## src/rtl/mem_pkg.sv

```systemverilog
// Shared types and constants for the data-segment memory access unit.
package mem_pkg;

   // Default data-segment depth in 32-bit words
   localparam int SEG_WORDS_DEFAULT = 32;

   // Access size encoding as carried on req_size
   typedef enum logic [1:0] {
      SZ_BYTE = 2'b00,
      SZ_HALF = 2'b01,
      SZ_WORD = 2'b10,
      SZ_BAD  = 2'b11
   } size_e;

   // Access sequencer states
   typedef enum logic [1:0] {
      ST_IDLE  = 2'b00,
      ST_READ  = 2'b01,
      ST_WRITE = 2'b10,
      ST_RESP  = 2'b11
   } state_e;

endpackage

```

## src/rtl/mem_lane_unit.sv

```systemverilog
// Byte-lane helper: extracts and extends a load lane from a memory word,
// and merges a right-aligned store lane into an existing word.
module mem_lane_unit
   import mem_pkg::*;
(
   input  logic [31:0] rd_word_i,    // word read from memory (load path)
   input  logic [31:0] old_word_i,   // previously read word (store path)
   input  logic [31:0] new_data_i,   // right-aligned store data
   input  logic [1:0]  lane_i,       // addr[1:0]
   input  size_e       size_i,
   input  logic        signed_i,
   output logic [31:0] load_data_o,
   output logic [31:0] merged_o
);

   logic [4:0]  byte_sh;
   logic [4:0]  half_sh;
   logic [7:0]  sel_byte;
   logic [15:0] sel_half;

   // Byte lane = addr[1:0], half lane = addr[1]; little-endian lane 0 = bits 7:0
   assign byte_sh  = {lane_i, 3'b000};
   assign half_sh  = {lane_i[1], 4'b0000};
   assign sel_byte = 8'(rd_word_i >> byte_sh);
   assign sel_half = 16'(rd_word_i >> half_sh);

   // Extract the addressed lane and sign/zero extend it to 32 bits
   always_comb begin
      load_data_o = rd_word_i;
      case (size_i)
         SZ_BYTE: load_data_o = {{24{signed_i & sel_byte[7]}}, sel_byte};
         SZ_HALF: load_data_o = {{16{signed_i & sel_half[15]}}, sel_half};
         default: load_data_o = rd_word_i;
      endcase
   end

   // Replace only the addressed lane; every other byte of the old word survives
   always_comb begin
      merged_o = new_data_i;
      case (size_i)
         SZ_BYTE: merged_o = (old_word_i & ~(32'h0000_00FF << byte_sh))
                           | ({24'h0, new_data_i[7:0]} << byte_sh);
         SZ_HALF: merged_o = (old_word_i & ~(32'h0000_FFFF << half_sh))
                           | ({16'h0, new_data_i[15:0]} << half_sh);
         default: merged_o = new_data_i;
      endcase
   end

endmodule

```

## src/rtl/mem_access_unit.sv

```systemverilog
// MEM-stage initiator for the data segment of the unified memory.
// Accepts byte-addressed load/store requests and sequences word-indexed
// reads, writes and read-modify-write for sub-word stores.
//
// Handshake: a request transfers on a rising edge where req_valid and
// req_ready are both high; req_ready is high only in IDLE. The requester
// holds req_valid and the req_* fields stable until that edge. The answer
// is a single-cycle resp_valid pulse; resp_rdata/resp_err are only
// meaningful while resp_valid is high. There is no response back-pressure.
module mem_access_unit
   import mem_pkg::*;
#(
   parameter int ADDR_W    = 32,
   parameter int DATA_W    = 32,
   parameter int SEG_WORDS = SEG_WORDS_DEFAULT
) (
   input  logic              clk,
   input  logic              reset,
   input  logic              req_valid,
   output logic              req_ready,
   input  logic              req_write,
   input  logic [1:0]        req_size,
   input  logic              req_signed,
   input  logic [ADDR_W-1:0] req_addr,
   input  logic [DATA_W-1:0] req_wdata,
   output logic              resp_valid,
   output logic [DATA_W-1:0] resp_rdata,
   output logic              resp_err,
   output logic              mem_we,
   output logic [31:0]       mem_a,
   output logic [DATA_W-1:0] mem_wd,
   input  logic [DATA_W-1:0] mem_rd,
   output logic [1:0]        dbg_state
);

   state_e            state_q,  state_d;
   logic              write_q,  write_d;
   size_e             size_q,   size_d;
   logic              signed_q, signed_d;
   logic [ADDR_W-1:0] addr_q,   addr_d;
   logic [31:0]       wdata_q,  wdata_d;
   logic [31:0]       old_q,    old_d;
   logic [31:0]       rdata_q,  rdata_d;
   logic              err_q,    err_d;

   size_e             req_size_e;
   logic [ADDR_W-1:0] req_index;
   logic [ADDR_W-1:0] cur_index;
   logic              req_bad;
   logic              in_write;
   logic [31:0]       load_data;
   logic [31:0]       merged;

   assign req_size_e = size_e'(req_size);
   assign req_index  = req_addr >> 2;
   assign cur_index  = addr_q >> 2;

   // Reject illegal size, misaligned half/word, and words past the segment end
   assign req_bad = (req_size_e == SZ_BAD)
                  | ((req_size_e == SZ_HALF) & req_addr[0])
                  | ((req_size_e == SZ_WORD) & (req_addr[1:0] != 2'b00))
                  | (req_index >= ADDR_W'(SEG_WORDS));

   mem_lane_unit u_lane (
      .rd_word_i   (mem_rd),
      .old_word_i  (old_q),
      .new_data_i  (wdata_q),
      .lane_i      (addr_q[1:0]),
      .size_i      (size_q),
      .signed_i    (signed_q),
      .load_data_o (load_data),
      .merged_o    (merged)
   );

   // Next-state, request latch and memory-port drive
   always_comb begin
      state_d  = state_q;
      write_d  = write_q;
      size_d   = size_q;
      signed_d = signed_q;
      addr_d   = addr_q;
      wdata_d  = wdata_q;
      old_d    = old_q;
      rdata_d  = rdata_q;
      err_d    = err_q;
      in_write = 1'b0;
      mem_a    = 32'h0;
      mem_wd   = 32'h0;
      case (state_q)
         ST_IDLE: begin
            if (req_valid) begin
               write_d  = req_write;
               size_d   = req_size_e;
               signed_d = req_signed;
               addr_d   = req_addr;
               wdata_d  = req_wdata;
               if (req_bad) begin
                  err_d   = 1'b1;
                  state_d = ST_RESP;
               end else if (!req_write || (req_size_e != SZ_WORD)) begin
                  state_d = ST_READ;
               end else begin
                  state_d = ST_WRITE;
               end
            end
         end
         ST_READ: begin
            mem_a = 32'(cur_index);
            old_d = mem_rd;
            if (!write_q) begin
               rdata_d = load_data;
               state_d = ST_RESP;
            end else begin
               state_d = ST_WRITE;
            end
         end
         ST_WRITE: begin
            in_write = 1'b1;
            mem_a    = 32'(cur_index);
            mem_wd   = (size_q == SZ_WORD) ? wdata_q : merged;
            state_d  = ST_RESP;
         end
         ST_RESP: begin
            rdata_d = 32'h0;
            err_d   = 1'b0;
            state_d = ST_IDLE;
         end
         default: state_d = ST_IDLE;
      endcase
   end

   // State and request registers with synchronous reset
   always_ff @(posedge clk) begin
      if (reset) begin
         state_q  <= ST_IDLE;
         write_q  <= 1'b0;
         size_q   <= SZ_BYTE;
         signed_q <= 1'b0;
         addr_q   <= '0;
         wdata_q  <= 32'h0;
         old_q    <= 32'h0;
         rdata_q  <= 32'h0;
         err_q    <= 1'b0;
      end else begin
         state_q  <= state_d;
         write_q  <= write_d;
         size_q   <= size_d;
         signed_q <= signed_d;
         addr_q   <= addr_d;
         wdata_q  <= wdata_d;
         old_q    <= old_d;
         rdata_q  <= rdata_d;
         err_q    <= err_d;
      end
   end

   // A reset landing in the WRITE cycle must suppress the write immediately
   assign mem_we     = in_write & ~reset;
   assign req_ready  = (state_q == ST_IDLE);
   assign resp_valid = (state_q == ST_RESP);
   assign resp_rdata = rdata_q;
   assign resp_err   = err_q;
   assign dbg_state  = state_q;

endmodule

```

## config.mk

```make
export PLATFORM = sky130hd
export DESIGN_NAME = mem_access_unit
export DESIGN_NICKNAME = d
export VERILOG_FILES = /design/src/rtl/mem_pkg.sv /design/src/rtl/mem_lane_unit.sv /design/src/rtl/mem_access_unit.sv
export SDC_FILE = /design/constraint.sdc
export NUM_CORES = 1
export LEC_CHECK = 0
export BUFFER_PORTS_ARGS = -buffer_cell sky130_fd_sc_hd__buf_2
export CAP_MARGIN = 15
export CORE_UTILIZATION = 51
export CTS_BUF_LIST = sky130_fd_sc_hd__clkbuf_16
export CTS_CLUSTER_DIAMETER = 50
export DETAILED_ROUTE_END_ITERATION = 7
export PLACE_DENSITY_LB_ADDON = 0.08
export SETUP_SLACK_MARGIN = 0.5
export SLEW_MARGIN = 25
export SYNTH_ARGS = -nofsm -noshare
export SYNTH_HDL_FRONTEND = slang
export SYNTH_SLANG_ARGS = --single-unit
```

## constraint.sdc

```tcl
create_clock -name clk -period 2.51 [get_ports clk]
set_input_delay 0.3765 -clock clk [delete_from_list [all_inputs] [get_ports clk]]
set_output_delay 0.3765 -clock clk [all_outputs]
set_load 0.01 [all_outputs]
```

==> impl_metrics.env, run 1 <==
export IMPL_status="completed"
export IMPL_cp_cell_sequence="buf_4 > buf_16 > a21oi_4 > buf_6 > o21ai_0 > a21oi_1 > buf_2"
export IMPL_io_pins=205
export IMPL_hold_start="req_wdata[26]"
export IMPL_grt_setup_unrepaired="yes"
export IMPL_start_kind="register"
export IMPL_synthMostInstantiatedCell="nand2_1"
export IMPL_cts_sinks=135
export IMPL_timing_reg2reg_setup_slack_ns=0.63
export IMPL_clkSlewWorstSetupHoldPaths_ns=0.06
export IMPL_grt_pass1_wl_mm=31.5
export IMPL_root_buffer="clkbuf_16"
export IMPL_ys_seq_elements=135
export IMPL_cp_max_fo=11
export IMPL_track_usage=0.318
export IMPL_tightest_slew_ns=0.551
export IMPL_post_route_util=0.714
export IMPL_criticalPathCategory="reg -> out"
export IMPL_clkPwrFrac=0.272
export IMPL_p_sw_frac=0.367
export IMPL_p_seq_frac=0.317
export IMPL_internal_power_uw=5810
export IMPL_die_w_um=113
export IMPL_setup_violations=0
export IMPL_ant_nets=0
export IMPL_port_buffer_count=202
export IMPL_grt_pass1_vias=6133
export IMPL_hold_class="in -> reg"
export IMPL_slew_viol_final=0
export IMPL_post_drt_wl_per_cell_um=17.8
export IMPL_num_fill_cells=948
export IMPL_die_area_um2=12900
export IMPL_die_y_um=113
export IMPL_hold_end="wdata_q[26]$_SDFFE_PP0P_"
export IMPL_cts_buffers=17
export IMPL_multi_input_area_um2=3530
export IMPL_drv_cap=0
export IMPL_first_iter_violations=558
export IMPL_hold_violations=0
export IMPL_routed_via_density=5.76
export IMPL_pwr_density_cell_nw_per_um2=1070
export IMPL_end_kind="output port"
export IMPL_ctsHoldBuffers=0
export IMPL_routed_wl_mm=20.6
export IMPL_clock_skew_ns=0.0101
export IMPL_cp_required_ns=2.13
export IMPL_achievable_frequency_ghz=0.446
export IMPL_synth_top_area_frac=0.427
export IMPL_synthTopCellsByArea="dfxtp_1 43%, nand2_1 9.6%, a21oi_1 8.1%"
export IMPL_ys_warn_count=0
export IMPL_syn_area_um2=6340
export IMPL_p_comb_frac=0.411
export IMPL_clk_path_buf_depth=2
export IMPL_synthCells=775
export IMPL_dr_pass1_iters=7
export IMPL_ys_top_cells_by_count="162 x nand2_1, 135 x dfxtp_1, 102 x a21oi_1"
export IMPL_rr_worst_depth=5
export IMPL_synth_area_leader_cell="dfxtp_1"
export IMPL_cp_buffers_inverters=4
export IMPL_vias=6691
export IMPL_ir_drop_mv=0.548
export IMPL_start_util=0.525
export IMPL_cp_slowest_cell="dfxtp_4"
export IMPL_switchingPower_uw=3370
export IMPL_grt_max_degree=50
export IMPL_antenna_cells=0
export IMPL_core_um2=12100
export IMPL_register_area_um2=2730
export IMPL_clock_latency_ns=0.42
export IMPL_slew_headroom=0.632
export IMPL_htreeDepth=4
export IMPL_nNetsFinal=1087
export IMPL_hold_path_depth=3
export IMPL_drc=0
export IMPL_areaGrowthSynthToFinish_pct=35.9
export IMPL_gp_congestion=0.905
export IMPL_drive_gt1_frac=0.329
export IMPL_synthDistinctLibCells=45
export IMPL_p_leak_uw=0.00389
export IMPL_critPathMaxStageDelay_ns=0.36
export IMPL_antenna_found_initial=0
export IMPL_synth_yosys_seq_area_share=0.427
export IMPL_period_minus_slack_ns=2.24
export IMPL_r2r_end="resp_rdata[10]$_SDFFE_PP0P_"
export IMPL_cp_top_family="buffers and inverters"
export IMPL_synth_flop_cell="dfxtp_1"
export IMPL_r2r_start="addr_q[0]$_SDFFE_PP0P_"
export IMPL_setup_tns_final_ns=0
export IMPL_hpwl_mm=13.8
export IMPL_num_rows=40
export IMPL_tritoncts="done"
export IMPL_syn_mean_instance_area_um2=8.18
export IMPL_timing_final_crit_share=0.892
export IMPL_grt_overflow_total=0
export IMPL_crit_arrival_ns=1.86
export IMPL_synthArstFlopShare=0
export IMPL_synth_edf_count=0
==> worst max path at each step <==
stage / startpoint / end / slack [ns] / cells past startpoint
floorplan: dbg_state[1]$_SDFFE_PP0P_ / resp_rdata[16]$_SDFFE_PP0P_ / 0.68 / 8
CTS: size_q[0]$_SDFFE_PP0P_ / mem_wd[4] / 0.30 / 8
finish: size_q[0]$_SDFFE_PP0P_ / mem_wd[13] / 0.27 / 7
detailed placement: addr_q[0]$_SDFFE_PP0P_ / mem_wd[23] / 0.35 / 5
global placement: dbg_state[1]$_SDFFE_PP0P_ / resp_rdata[4]$_SDFFE_PP0P_ / 0.39 / 6
global route: size_q[0]$_SDFFE_PP0P_ / mem_wd[14] / 0.22 / 8
==> cell type report <==
cell class                      instances  share of cell area
Clock buffer                           17              0.0494
Clock inverter                         15              0.0186
Inverter                                6             0.00349
Multi-Input combinational cell        572               0.410
Sequential cell                       135               0.316
Tap cell                              168              0.0244
Timing Repair Buffer                  248               0.178
==> registers in the layout, indices dropped and copies added (netlist names) <==
register,count
write_q,1
old_q,32
resp_rdata,32
resp_err,1
addr_q,32
dbg_state,2
signed_q,1
wdata_q,32
size_q,2
==> routing by layer <==
metal	global-route usage	routed length, um
met1	0.413	8760
met2	0.482	9290
met3	0.0802	1760
met4	0.178	812
met5	0	0
==> through the flow <==
stage | std cells | cell area [um^2] | hold slack, ns | setup WS [ns] | total power, uW
finish | 1161 | 8610 | 0.187 | 0.270 | 9180
detailed placement | 1102 | 7440 | 0.443 | 0.352 | 5820
floorplan | 776 | 6340 | 0.431 | 0.678 | 4880
global placement | 1102 | 7440 | 0.437 | 0.388 | 5740
global route | 1161 | 8610 | 0.197 | 0.218 | 9630
CTS | 1149 | 8370 | 0.183 | 0.300 | 8710
==> cell families after synthesis <==
logic type | Yosys count | synth area share
buffers and inverters | 69 | 0.0472
muxes | 51 | 0.0839
adders and majority gates | 4 | 0.00790
and+or+nand+nor | 301 | 0.213
DFF | 135 | 0.427
AOI/OAI and AO/OA | 214 | 0.221
other | 1 | 0.000592
==> repair_timing <==
item,CTS,global route
cloned,3,3
gates resized for setup,55,28
pin swaps,11,26
setup endpoints to repair,80,80
setup buffers,12,9
==> worst register-to-register path, stage by stage (launching register included) <==
cell     delay (ns)
dfxtp_4        0.38
buf_4          0.16
mux4_2         0.53
a31oi_4        0.32
nand2_1        0.11
a32o_1         0.26
==> power groups by stage <==
| stage | Combinational, uW | Sequential, uW | Clock (uW) |
|---|---|---|---|
| after detailed placement | 2920 | 2900 | 0 |
| after global placement | 2850 | 2890 | 0 |
| final | 3770 | 2910 | 2490 |
| after global routing | 4070 | 2960 | 2610 |
| after floorplan | 2060 | 2820 | 0 |
| after CTS | 3320 | 2880 | 2510 |
==> placed cells by master (no fill, tap or decap), drive strengths merged, types with 3 or more instances in the layout <==
master and count:
and3 8, a22oi 24, o22ai 8, clkinv 7, a211o 8, clkinvlp 4, mux2i 43, dfxtp 135
buf 245, nor2b 11, o21ai 21, and2 31, nand2 162, o21bai 6, o211a 16, a21oi 102
nor4 6, o211ai 8, mux2 7, nand2b 12, a32o 15, ha 4, nor2 51, inv 7
nor3 12, clkbuf 19, bufinv 3
(Power assumes the default switching activity.)
==> inputs of run 2 (changes only) <==
--- a/config.mk
+++ b/config.mk
@@ -7,12 +7,16 @@
 export LEC_CHECK = 0
 export BUFFER_PORTS_ARGS = -buffer_cell sky130_fd_sc_hd__buf_2
 export CAP_MARGIN = 15
-export CORE_UTILIZATION = 51
+export CELL_PAD_IN_SITES_DETAIL_PLACEMENT = 0
+export CELL_PAD_IN_SITES_GLOBAL_PLACEMENT = 1
+export CORE_UTILIZATION = 37
 export CTS_BUF_LIST = sky130_fd_sc_hd__clkbuf_16
 export CTS_CLUSTER_DIAMETER = 50
 export DETAILED_ROUTE_END_ITERATION = 7
 export PLACE_DENSITY_LB_ADDON = 0.08
+export RECOVER_POWER = 100
 export SETUP_SLACK_MARGIN = 0.5
+export SKIP_LAST_GASP = 1
 export SLEW_MARGIN = 25
 export SYNTH_ARGS = -nofsm -noshare
 export SYNTH_HDL_FRONTEND = slang
==> impl_metrics.env, run 2 (synthesis gave the netlist of run 1 again) <==
export IMPL_die_area_um2=17700
export IMPL_cts_sinks=135
export IMPL_vias=6407
export IMPL_drc=0
export IMPL_root_buffer="clkbuf_16"
export IMPL_post_drt_wl_per_cell_um=17.8
export IMPL_gp_congestion=0.917
export IMPL_setup_violations=0
export IMPL_drv_cap=0
export IMPL_ctsHoldBuffers=0
export IMPL_track_usage=0.243
export IMPL_areaGrowthSynthToFinish_pct=31.7
export IMPL_end_kind="output port"
export IMPL_slew_headroom=0.122
export IMPL_status="completed"
export IMPL_p_sw_frac=0.383
export IMPL_p_comb_frac=0.389
export IMPL_grt_setup_unrepaired="yes"
export IMPL_first_iter_violations=394
export IMPL_cp_max_fo=8
export IMPL_grt_pass1_wl_mm=33.1
export IMPL_hold_class="in -> reg"
export IMPL_htreeDepth=4
export IMPL_dr_pass1_iters=5
export IMPL_timing_reg2reg_setup_slack_ns=0.27
export IMPL_internal_power_uw=5460
export IMPL_cp_required_ns=2.13
export IMPL_final_common_cell="nand2_1"
export IMPL_hpwl_mm=15.4
export IMPL_pwr_density_cell_nw_per_um2=1060
export IMPL_cp_slowest_cell="dfxtp_1"
export IMPL_core_um2=16600
export IMPL_p_leak_uw=0.00349
export IMPL_drive_gt1_frac=0.239
export IMPL_nNetsFinal=1081
export IMPL_antenna_cells=0
export IMPL_io_pins=205
export IMPL_tritoncts="done"
export IMPL_routed_wl_mm=21.5
export IMPL_tightest_slew_ns=1.32
export IMPL_clkPwrFrac=0.285
export IMPL_ir_drop_mv=0.546
export IMPL_clk_path_buf_depth=2
export IMPL_period_minus_slack_ns=2.32
export IMPL_p_seq_frac=0.325
export IMPL_num_fill_cells=1708
export IMPL_clock_latency_ns=0.42
export IMPL_grt_overflow_total=0
export IMPL_routed_via_density=5.31
export IMPL_port_buffer_count=202
export IMPL_start_util=0.381
export IMPL_clock_skew_ns=0.00732
export IMPL_num_rows=47
export IMPL_setup_tns_final_ns=0
export IMPL_die_y_um=133
export IMPL_worst_hold_slack_ns=0.186
export IMPL_grt_pass1_vias=6001
export IMPL_timing_final_crit_share=0.925
export IMPL_crit_arrival_ns=1.95
export IMPL_die_w_um=133
export IMPL_switchingPower_uw=3380
export IMPL_ant_nets=0
export IMPL_achievable_frequency_ghz=0.431
export IMPL_cp_cell_sequence="inv_1 > ha_4 > clkbuf_1 > and2_1 > clkbuf_1"
export IMPL_criticalPathCategory="reg -> out"
export IMPL_mostFrequentLayoutCells="159 x nand2_1, 132 x dfxtp_1, 131 x buf_2"
export IMPL_critPathMaxStageDelay_ns=0.40
export IMPL_slew_viol_final=0
export IMPL_crit_path_frequent_cell="clkbuf_1"
export IMPL_grt_max_degree=50
export IMPL_antenna_found_initial=0
export IMPL_power_uw=8840
export IMPL_hold_violations=0
export IMPL_start_kind="register"
export IMPL_cts_buffers=17
export IMPL_clkSlewWorstSetupHoldPaths_ns=0.06
## run 2: area by class of cell
cell class | count | area, um^2 | area share
multi-input combinational | 572 | 3480 | 0.417
sequential | 135 | 2710 | 0.325
timing repair buffer | 242 | 1250 | 0.150
clock buffer | 17 | 425 | 0.0510
tap | 220 | 275 | 0.0330
clock inverter | 15 | 170 | 0.0204
inverter | 6 | 31.3 | 0.00375
## run 2: per-stage QoR
step	instances	area [um^2]	worst slack (ns)	util
after floorplan	776	6340	0.678	-
after global placement	1156	7520	0.430	0.452
after detailed placement	1156	7520	0.413	0.452
after CTS	1200	8470	0.327	0.509
after global routing	1207	8350	0.108	0.501
final	1207	8350	0.188	0.501
## run 2: critical path: cells and delay by family, from the launching register on
family / cells / cell delay (ns)
fa+ha+maj: 1 / 0.31
buf+inv: 3 / 0.62
simple gates: 1 / 0.19
flops: 1 / 0.40
## run 2: routing by layer
| layer | GRT usage | routed length [um] |
|---|---|---|
| met5 | 0 | 0 |
| met1 | 0.335 | 10100 |
| met2 | 0.372 | 9530 |
| met3 | 0.0464 | 1420 |
| met4 | 0.0958 | 440 |
## run 2: path summary, 6_finish.rpt
check / start / endpoint / cells past startpoint
worst max-delay path: dbg_state[1]$_SDFFE_PP0P_ / mem_a[9] / 5
worst min-delay path: req_addr[5] / addr_q[5]$_SDFFE_PP0P_ / 3
worst max register to register: dbg_state[1]$_SDFFE_PP0P_ / resp_rdata[8]$_SDFFE_PP0P_ / 8
worst min register to register: addr_q[6]$_SDFFE_PP0P_ / addr_q[6]$_SDFFE_PP0P_ / 2
## run 2: repair_timing
item | in CTS | in global routing
gates resized for setup | 57 | 9
endpoints found under the setup margin | 97 | 75
gates cloned | 2 | 1
pin swaps | 13 | 10
buffers inserted | 10 | 6
## run 2: power by group through the flow
stage | clock, uW | combinational [uW] | sequential [uW]
after detailed placement | 0 | 3000 | 2910
after global placement | 0 | 2940 | 2900
after floorplan | 0 | 2060 | 2820
final | 2520 | 3440 | 2880
after global routing | 2660 | 3760 | 2920
after CTS | 2580 | 3520 | 2880
==> inputs of run 3 (changes only) <==
--- a/config.mk
+++ b/config.mk
@@ -5,14 +5,14 @@
 export SDC_FILE = /design/constraint.sdc
 export NUM_CORES = 1
 export LEC_CHECK = 0
-export BUFFER_PORTS_ARGS = -buffer_cell sky130_fd_sc_hd__buf_2
 export CAP_MARGIN = 15
 export CELL_PAD_IN_SITES_DETAIL_PLACEMENT = 0
 export CELL_PAD_IN_SITES_GLOBAL_PLACEMENT = 1
-export CORE_UTILIZATION = 37
+export CORE_UTILIZATION = 46
 export CTS_BUF_LIST = sky130_fd_sc_hd__clkbuf_16
 export CTS_CLUSTER_DIAMETER = 50
 export DETAILED_ROUTE_END_ITERATION = 7
+export DONT_BUFFER_PORTS = 1
 export PLACE_DENSITY_LB_ADDON = 0.08
 export RECOVER_POWER = 100
 export SETUP_SLACK_MARGIN = 0.5
==> impl_metrics.env, run 3 (synthesis gave the netlist of run 1 again) <==
export IMPL_root_buffer="clkbuf_16"
export IMPL_nNetsFinal=886
export IMPL_die_y_um=119
export IMPL_end_kind="output port"
export IMPL_core_um2=13300
export IMPL_slew_headroom=0.277
export IMPL_grt_pass1_wl_mm=29.0
export IMPL_timing_final_crit_share=0.889
export IMPL_setup_violations=0
export IMPL_die_area_um2=14200
export IMPL_highest_layer="met4"
export IMPL_areaGrowthSynthToFinish_pct=17.5
export IMPL_clkPwrFrac=0.292
export IMPL_place_ws_ns=0.347
export IMPL_ant_nets=0
export IMPL_p_seq_frac=0.360
export IMPL_rr_worst_depth=7
export IMPL_track_usage=0.268
export IMPL_antenna_found_initial=0
export IMPL_cp_required_ns=2.13
export IMPL_clk_path_buf_depth=2
export IMPL_tightest_slew_ns=1.08
export IMPL_hold_class="in -> reg"
export IMPL_routed_via_density=5.76
export IMPL_crit_arrival_ns=1.85
export IMPL_achievable_frequency_ghz=0.448
export IMPL_mostFrequentLayoutCells="160 x nand2_1, 132 x dfxtp_1, 101 x a21oi_1"
export IMPL_worst_hold_slack_ns=0.0281
export IMPL_num_rows=42
export IMPL_setup_slack_ns=0.280
export IMPL_hpwl_mm=13.4
export IMPL_cp_slowest_cell="dfxtp_1"
export IMPL_start_util=0.475
export IMPL_cp_max_fo=10
export IMPL_drc=0
export IMPL_setup_tns_final_ns=0
export IMPL_switchingPower_uw=3030
export IMPL_final_common_cell="nand2_1"
export IMPL_criticalPathCategory="reg -> out"
export IMPL_p_leak_uw=0.00285
export IMPL_clock_latency_ns=0.42
export IMPL_gp_congestion=0.902
export IMPL_wl_met2_mm=8.67
export IMPL_wl_met1_mm=8.50
export IMPL_first_iter_violations=517
export IMPL_dr_pass1_iters=5
export IMPL_critPathMaxStageDelay_ns=0.46
export IMPL_antenna_cells=0
export IMPL_post_drt_wl_per_cell_um=19.8
export IMPL_tritoncts="done"
export IMPL_p_sw_frac=0.371
export IMPL_cts_sinks=135
export IMPL_period_minus_slack_ns=2.23
export IMPL_drv_cap=0
export IMPL_clkSlewWorstSetupHoldPaths_ns=0.06
export IMPL_power_uw=8160
export IMPL_grt_overflow_total=0
export IMPL_internal_power_uw=5140
export IMPL_start_kind="register"
export IMPL_clock_skew_ns=0.00541
export IMPL_grt_max_degree=123
export IMPL_hold_violations=0
export IMPL_slew_viol_final=0
export IMPL_ctsHoldBuffers=0
export IMPL_grt_setup_unrepaired="yes"
export IMPL_io_pins=205
export IMPL_hold_path_depth=1
export IMPL_wl_met3_mm=1.62
export IMPL_cts_buffers=17
export IMPL_port_buffer_count=0
export IMPL_vias=5580
export IMPL_ir_drop_mv=0.603
export IMPL_p_comb_frac=0.347
export IMPL_status="completed"
export IMPL_drive_gt1_frac=0.139
export IMPL_post_route_util=0.558
export IMPL_routed_wl_mm=19.1
export IMPL_die_w_um=119
export IMPL_pwr_density_cell_nw_per_um2=1100
export IMPL_htreeDepth=4
export IMPL_cp_cell_sequence="inv_1 > ha_1 > buf_12 > buf_4 > nor2b_1 > clkbuf_1"
export IMPL_grt_pass1_vias=5338
-- run 3: cell count changes in the layout (fill, tap and decap cells not counted), sizes merged --
cell / previous run / this run
buf: 161 / 31
clkbuf: 98 / 33
inv: 11 / 9
clkinvlp: 6 / 4
clkinv: 2 / 6
-- run 3: metrics by stage --
step,std cells,instance area [um^2]
final,968,7440
after CTS,962,7370
after global routing,968,7440
after detailed placement,917,6530
after global placement,917,6530
after floorplan,776,6340
-- run 3: final timing paths --
kind / startpoint / end / slack (ns)
worst min-delay path: reset / addr_q[16]$_SDFFE_PP0P_ / 0.03
worst max register to register: dbg_state[1]$_SDFFE_PP0P_ / resp_rdata[6]$_SDFFE_PP0P_ / 0.34
worst min register to register: addr_q[3]$_SDFFE_PP0P_ / addr_q[3]$_SDFFE_PP0P_ / 0.45
worst max-delay path: dbg_state[0]$_SDFFE_PP0P_ / mem_wd[1] / 0.28
-- run 3: critical path: cells and delay by family, from the launching register on --
| family | cells | cell delay [ns] |
|---|---|---|
| simple gates | 1 | 0.12 |
| buf+inv | 4 | 0.55 |
| fa+ha+maj | 1 | 0.30 |
| flops | 1 | 0.46 |
-- run 3: power by group through the flow --
stage | registers [uW] | clock network [uW] | logic [uW]
after floorplan | 2820 | 0 | 2060
after global placement | 2960 | 0 | 2530
after detailed placement | 2970 | 0 | 2590
after CTS | 2940 | 2430 | 2870
after global routing | 2990 | 2540 | 3120
final | 2940 | 2380 | 2840
-- run 3: layer usage --
| layer | up-vias | GRT usage |
|---|---|---|
| met4 | 0 | 0.0914 |
| met5 | - | 0 |
| li1 | 2705 | - |
| met2 | 235 | 0.410 |
| met3 | 30 | 0.0896 |
| met1 | 2610 | 0.352 |
-- run 3: timing repair --
item                       in CTS  in global routing
gates cloned                    1                  1
setup endpoints to repair      81                 54
pin swaps                      12                 14
gates resized for setup        38                 26
setup buffers                  12                  5
-- run 3: final cells by class --
| type | instances | area (um^2) |
|---|---|---|
| clock inverters | 15 | 138 |
| inverters | 6 | 27.5 |
| well taps | 176 | 220 |
| repair buffers | 47 | 414 |
| multi-input cells | 572 | 3510 |
| fillers | 1304 | 5900 |
| clock buffers | 17 | 425 |
| flip-flops and latches | 135 | 2710 |
